==> config.mk <==
export PLATFORM = sky130hd
export DESIGN_NAME = gray_sync_decode4
export DESIGN_NICKNAME = d
export VERILOG_FILES = /design/src/rtl/gray_sync_pkg.sv /design/src/rtl/gray_sync_decode4_chain.sv /design/src/rtl/gray_sync_decode4.sv
export SDC_FILE = /design/constraint.sdc
export NUM_CORES = 1
export LEC_CHECK = 0
export CAP_MARGIN = 20
export CORE_MARGIN = 3
export CORE_UTILIZATION = 40
export CTS_BUF_LIST = sky130_fd_sc_hd__clkbuf_8
export CTS_CLUSTER_DIAMETER = 60
export DETAILED_ROUTE_END_ITERATION = 8
export PLACE_DENSITY = 0.73
export SLEW_MARGIN = 0
export SYNTH_ARGS = -nofsm -noshare
export SYNTH_HDL_FRONTEND = slang
export SYNTH_HIERARCHICAL = 1
export SYNTH_SLANG_ARGS = --single-unit
==> constraint.sdc <==
create_clock -name CLK -period 2.9 [get_ports CLK]
set_clock_uncertainty 0.1 [all_clocks]
set_input_delay 0.435 -clock CLK [delete_from_list [all_inputs] [get_ports CLK]]
set_output_delay 0.435 -clock CLK [all_outputs]
set_load 0.05 [all_outputs]
==> src/rtl/gray_sync_pkg.sv <==
// Shared constants and helpers for the gray-code receive stage.
package gray_sync_pkg;

  localparam int unsigned SYNC_STAGES_MAX = 4;
  localparam int unsigned WIDTH_MAX       = 32;

  // Zero-extended input decodes correctly: leading zero gray bits stay zero in binary.
  function automatic logic [WIDTH_MAX-1:0] gray2bin(input logic [WIDTH_MAX-1:0] g);
    logic [WIDTH_MAX-1:0] b;
    b[WIDTH_MAX-1] = g[WIDTH_MAX-1];
    for (int i = WIDTH_MAX - 2; i >= 0; i--) begin
      b[i] = b[i+1] ^ g[i];
    end
    return b;
  endfunction

  function automatic logic [5:0] popcount(input logic [WIDTH_MAX-1:0] x);
    logic [5:0] cnt;
    cnt = '0;
    for (int i = 0; i < WIDTH_MAX; i++) begin
      cnt = cnt + 6'(x[i]);
    end
    return cnt;
  endfunction

endpackage

==> src/rtl/gray_sync_decode4_chain.sv <==
// Multi-flop synchronizer for a gray-coded word; no logic ahead of the first stage.
module gray_sync_chain
  import gray_sync_pkg::*;
#(
  parameter int unsigned WIDTH       = 4,
  parameter int unsigned SYNC_STAGES = 2
) (
  input  logic             CLK,
  input  logic             CDN,
  input  logic [WIDTH-1:0] i_d,
  output logic [WIDTH-1:0] o_q
);

  if (SYNC_STAGES < 2 || SYNC_STAGES > SYNC_STAGES_MAX) begin : g_bad_stages
    $error("gray_sync_chain: SYNC_STAGES must be 2..%0d", SYNC_STAGES_MAX);
  end

  logic [SYNC_STAGES-1:0][WIDTH-1:0] r_s;

  always_ff @(posedge CLK or negedge CDN) begin
    if (!CDN) begin
      r_s <= '0;
    end else begin
      r_s <= {r_s[SYNC_STAGES-2:0], i_d};
    end
  end

  assign o_q = r_s[SYNC_STAGES-1];

endmodule

==> src/rtl/gray_sync_decode4.sv <==
// Receive-side gray counter stage: synchronize, decode to binary, report step size and
// flag multi-bit transitions with a sticky error.
module gray_sync_decode4
  import gray_sync_pkg::*;
#(
  parameter int unsigned WIDTH       = 4,
  parameter int unsigned SYNC_STAGES = 2
) (
  input  logic             CLK,
  input  logic             CDN,
  input  logic [WIDTH-1:0] G,
  input  logic             MASK,
  input  logic             ERR_CLR,
  output logic [WIDTH-1:0] Q,
  output logic             CHG,
  output logic [WIDTH-1:0] DIFF,
  output logic             ERR
);

  if (WIDTH < 1 || WIDTH > WIDTH_MAX) begin : g_bad_width
    $error("gray_sync_decode4: WIDTH must be 1..%0d", WIDTH_MAX);
  end

  logic [WIDTH-1:0] w_g_s;
  logic [WIDTH-1:0] w_bin;
  logic [5:0]       w_hd;
  logic             w_upd;
  logic             w_multi;
  logic [WIDTH-1:0] w_q_d;
  logic [WIDTH-1:0] w_diff_d;
  logic             w_err_d;

  logic [WIDTH-1:0] r_g_prev;
  logic [WIDTH-1:0] r_q;
  logic [WIDTH-1:0] r_diff;
  logic             r_chg;
  logic             r_err;

  gray_sync_chain #(
    .WIDTH       (WIDTH),
    .SYNC_STAGES (SYNC_STAGES)
  ) u_chain (
    .CLK (CLK),
    .CDN (CDN),
    .i_d (G),
    .o_q (w_g_s)
  );

  always_comb begin
    w_hd     = popcount(WIDTH_MAX'(w_g_s ^ r_g_prev));
    w_bin    = WIDTH'(gray2bin(WIDTH_MAX'(w_g_s)));
    w_upd    = (w_hd != 6'd0);
    w_multi  = (w_hd > 6'd1);
    w_q_d    = r_q;
    w_diff_d = r_diff;
    if (w_upd) begin
      w_q_d    = w_bin;
      w_diff_d = w_bin - r_q;
    end
    // A fresh error on the same edge outranks a clear request.
    w_err_d = r_err;
    if (w_multi && !MASK) begin
      w_err_d = 1'b1;
    end else if (ERR_CLR) begin
      w_err_d = 1'b0;
    end
  end

  always_ff @(posedge CLK or negedge CDN) begin
    if (!CDN) begin
      r_g_prev <= '0;
      r_q      <= '0;
      r_diff   <= '0;
      r_chg    <= 1'b0;
      r_err    <= 1'b0;
    end else begin
      r_g_prev <= w_g_s;
      r_q      <= w_q_d;
      r_diff   <= w_diff_d;
      r_chg    <= w_upd;
      r_err    <= w_err_d;
    end
  end

  assign Q    = r_q;
  assign DIFF = r_diff;
  assign CHG  = r_chg;
  assign ERR  = r_err;

endmodule
After elaboration in Yosys (flattened, before gate mapping)
Index checks and enable logic that the tools add are counted.
Storage, ports and cells
  memories kept: 0
  bits in read-only memories: 0
  bits of input ports: 8
  RAM bits: 0
  flip-flop bits (word level): 22
  output and inout port bits: 10
  latch bits: 0
  word-level logic and storage cells: 50
Operators by class
  order comparisons: 1
  bitwise operators: 4
  divide/modulo/power cells: 0
  multiply operators: 0
  muxes and demuxes: 2
  eq/ne operators: 0
  add/subtract/negate cells: 32
  reductions and logical operators: 4
  shifts and indexed selects: 0
Operator list (count)
  $add A6 B1 Y6 const B: 26
  $add A5 B1 Y6 const B: 1
  $gt A6 B1 Y1 const B: 1
  $reduce_bool A6 Y1: 1
  $add A4 B1 Y5 const B: 1
  $add A3 B1 Y4: 1
  $sub A4 B4 Y4: 1
  $xor A4 B4 Y4: 1
  $add A2 B1 Y3: 1
  $xor A1 B1 Y1: 3
  $add A1 B1 Y2: 1
  $mux W1: 2
  $reduce_bool A2 Y1: 1
  $logic_and A1 B1 Y1: 1
  $logic_not A1 Y1: 1

Logic depth before layout (Yosys ltp)
  word-level depth: 35
  mapped depth: 10
  gate-level depth less buffers: 9

Cells and area by module
The synthesis kept the hierarchy.
By module, submodules not included
  gray_sync_decode4: cells each 61, area each 694.4 µm², sequential area each 350.3 µm², times used 1
  gray_sync_chain: cells each 12, area each 230.2 µm², sequential area each 200.2 µm², times used 1

Worst setup path after synthesis
No wires, ideal clock.
  kind: reg2reg
  from: reg u_chain.r_s, in the netlist u_chain/o_q[0]
  to: reg r_q[0] (netlist: Q[0])
  path slack: 442 ps
  path buffers: 1
  arrival: 2229 ps
  library setup time: 129 ps
  cell stages (with the launch flop): 11
  required time: 2671 ps
  period minus slack after synthesis: 2458 ps
  path through: dfrtp_1 -> buf_4 -> xnor2_1 -> fa_1 -> inv_1 -> ha_1 -> ha_1 -> nor3_2 -> inv_2 -> nor2_1 -> a21oi_1
Between the ends
  longest elaborated chain between the ends: 33
  elaborated cells between the ends (all ways): 34
  those cells by class: add/sub (31); bitwise (2); reduce/logical (1)
Ends and longest elaborated chain
  from (decl): RTL line gray_sync_decode4_chain.sv:18  | logic [SYNC_STAGES-1:0][WIDTH-1:0] r_s;
  from (signal assigned): RTL line gray_sync_decode4_chain.sv:24  | r_s <= {r_s[SYNC_STAGES-2:0], i_d};
  $xor A4 B4 Y4: RTL line gray_sync_decode4.sv:50  | w_hd = popcount(WIDTH_MAX'(w_g_s ^ r_g_prev));
  $add A1 B1 Y2: RTL line gray_sync_pkg.sv:21  | cnt = cnt + 6'(x[i]);
  $add A2 B1 Y3: RTL line gray_sync_pkg.sv:21
  $add A3 B1 Y4: RTL line gray_sync_pkg.sv:21
  $add A4 B1 Y5: RTL line gray_sync_pkg.sv:21
  $add A5 B1 Y6: RTL line gray_sync_pkg.sv:21
  $add A6 B1 Y6 (26 in a row): RTL line gray_sync_pkg.sv:21
  $reduce_bool A6 Y1: RTL line gray_sync_decode4.sv:52  | w_upd = (w_hd != 6'd0);
  named net w_upd: RTL line gray_sync_decode4.sv:27  | logic w_upd;
  to (signal assigned): RTL line gray_sync_decode4.sv:78  | r_q <= w_q_d;
  to (decl): RTL line gray_sync_decode4.sv:34  | logic [WIDTH-1:0] r_q;
The timed path passes the listed nets, and every way through them passes these cells.
A chain may end at the register's enable or synchronous reset.

Final worst setup path
  from: reg u_chain.r_s, in the netlist u_chain/o_q[3]
  to: reg r_q[0] (netlist: Q[0])
Between the ends
  longest elaborated chain between the ends: 31
  elaborated cells between the ends (all ways): 34
  those cells by class: add/sub (29); bitwise (4); reduce/logical (1)
Ends and longest elaborated chain (RTL line)
  $xor A4 B4 Y4: gray_sync_decode4.sv:50
  $add A3 B1 Y4: gray_sync_pkg.sv:21
  $add A4 B1 Y5: gray_sync_pkg.sv:21
  $add A5 B1 Y6: gray_sync_pkg.sv:21
  $add A6 B1 Y6 (26 in a row): gray_sync_pkg.sv:21
  $reduce_bool A6 Y1: gray_sync_decode4.sv:52
  named net w_upd: gray_sync_decode4.sv:27
The timed path passes the listed nets, and every way through them passes these cells.

==> run metrics <==
status=finished clean; Seq. cell area=551 sq um; worst skew pair latency=250 ps; CP Class=flip-flop to flip-flop; vias in the first global route=557; via count=roughly 550; final worst-path cycle share=about four fifths; I/O Buffers=17; area of the multi-input gates=around 320 sq um; final setup vio count=0; final wirelength=1380 um; GRT overflow=0; Seq pwr share=between 30% and 40%; die width=54.1 um; RSZ-0062 raised after global routing=no; Yosys cell types=19; Die H=54.1 um; hold_buf cts=0; Int Pwr=between 0.0007 and 0.0008 W; M1 wire length=approximately 600 um; Max Cap Viol=0; Setup WS pre-CTS=533 ps; Peak Freq=425 MHz; HPWL reported at the end of detailed placement=1060 um; worst path required time=2940 ps; Net Sw Frac=between 30% and 40%; Cells after Synth=73; Setup WS post-layout=546 ps; HP Class=flip-flop to flip-flop; Synthesis Warnings=6; Final Hold Viols=0; Post-layout nets=roughly 110; met2 wire length=682 um; Fillers=between 150 and 200; Num CTS Buffers=3; Die ar.=2920 sq um; Initial Util=44.4%; crit start category=flip-flop; flops & latches, synth=22; clk sinks=22; WL per Instance=11.6 um; first-pass GRT wire length=2370 um; critical path endpoint category=flip-flop; FP Rows=16; post-cts resize count=0; largest net degree at the start of global routing=23; worst-path fanout max=10; overall global routing resource usage=11.7%; commonest non-fill, non-tap cell in the layout=dfrtp_1; clock buffer depth=2; # diodes=0; hold slack=251 ps; ANT nets after route=0; top layer reached by signal wires=met4; Layout Area Growth over Synthesis=28.1%; First DRT Iteration DRCs=1; Net Sw Power=0.000511 W; layout cells sized above 1=10.9%; Least-Margin Pin Slew=roughly 490 ps; post-synthesis sequential area ratio=59.5%; Peak VDD IR=about 610 uV; PnR Total Power=0.00129 W; most frequent cells in the layout=dfrtp_1, clkdlybuf4s50_1, inv_1, nor2_1; Crit path arrival time=2390 ps; drt first pass iters=5; met3 wire len=98 um; RePlAce Congestion=0.741; clk root buf=clkbuf_8; final slew viol count=0; core area=2080 sq um; Final min period=2350 ps; Clock transition at path regs=80 ps; post-DR vias/cell=4.61; Cell Pwr Density=1090 nW/um^2; Synth Net Count=88; mapped cell area=roughly 920 sq um; initial antenna violation count=0; setup repair bufs after CTS=0; LEAKAGE=0.532 nW; clock share of power=21.6%; Slew headroom=67.0%; H-Tree Depth=1; Combinational Power Share=45.4%; syn_area_per_cell=12.7 sq um; CTS tree=done; setup TNS=0 ps; Boundary Pins=18; # DRC=0
## cells by family after synthesis
family | synth area share (%)
xor+xnor | 10.1
compound gates | 6.36
buf+inv | 6.09
fa+ha+maj | 11.1
flops | 59.5
simple gates | 6.77
## state kept, by name (all words and copies together) (netlist names)
signal / count
DIFF: 4
Q: 4
r_g_prev: 4
u_chain/o_q: 4
u_chain/r_s: 4
CHG: 1
ERR: 1
## final timing paths
check | startpoint | endpoint | slack, ps | depth (start not counted)
worst max-delay path | u_chain/o_q[3]$_DFF_PN0_ | Q[0]$_DFFE_PN0P_ | 550 | 9
max in group asynchronous | CDN | u_chain/r_s[2]$_DFF_PN0_ | 2070 | 2
min in group asynchronous | CDN | Q[1]$_DFFE_PN0P_ | 420 | 2
worst min-delay path | u_chain/r_s[1]$_DFF_PN0_ | u_chain/o_q[1]$_DFF_PN0_ | 250 | 0
worst max register to register | u_chain/o_q[3]$_DFF_PN0_ | Q[0]$_DFFE_PN0P_ | 550 | 9
worst min register to register | u_chain/r_s[1]$_DFF_PN0_ | u_chain/o_q[1]$_DFF_PN0_ | 250 | 0
## power groups by stage
stage	Sequential, W	Combinational (W)	Clock (W)
2_1_floorplan	0.000640	0.000191	0
3_3_place_gp	0.000428	0.000581	0
4_1_cts	0.000427	0.000595	0.000287
6_report	0.000425	0.000584	0.000278
5_1_grt	0.000434	0.000635	0.000300
3_5_place_dp	0.000433	0.000590	0
## cell type report
type	instances	share of cell area (%)
clock buffers	3	3.48
clock inverters	1	2.53
inverters	7	2.22
multi-input cells	40	26.8
flip-flops and latches	22	46.5
well taps	27	2.85
repair buffers	19	15.6
## Yosys cell counts, drive strengths merged
library cell	count	area, sq um
o31ai	1	7.51
o22ai	1	6.26
dfrtp	22	551
fa	2	40.0
nand2	5	18.8
nor2b	1	6.26
inv	7	26.3
buf	4	30.0
xor2	4	50.1
nor3	2	15.0
a21oi	5	25.0
nor2	6	22.5
xnor2	5	43.8
ha	5	62.6
o21ai	1	5.00
o21a	2	15.0
## routing by layer
layer	up-vias	track usage [%]
met5	-	0
met4	0	2.49
met3	2	4.99
met2	16	20.2
met1	265	13.6
li1	265	-
## critical path: stages, from the launching register on
cell	delay [ps]
dfrtp_1	490
xnor2_1	190
fa_1	480
inv_1	40
ha_1	190
ha_1	300
nor3_2	160
inv_2	120
nor2_1	120
a21oi_1	60
## stage by stage
step                      cells  utilization, %  cell area (sq um)
after floorplan              73               -                925
after global placement      115            53.5               1110
after detailed placement    115            53.5               1110
after CTS                   119            56.9               1180
after global routing        119            56.9               1180
final                       119            56.9               1180
No activity file was read; power rests on OpenSTA's default activity.
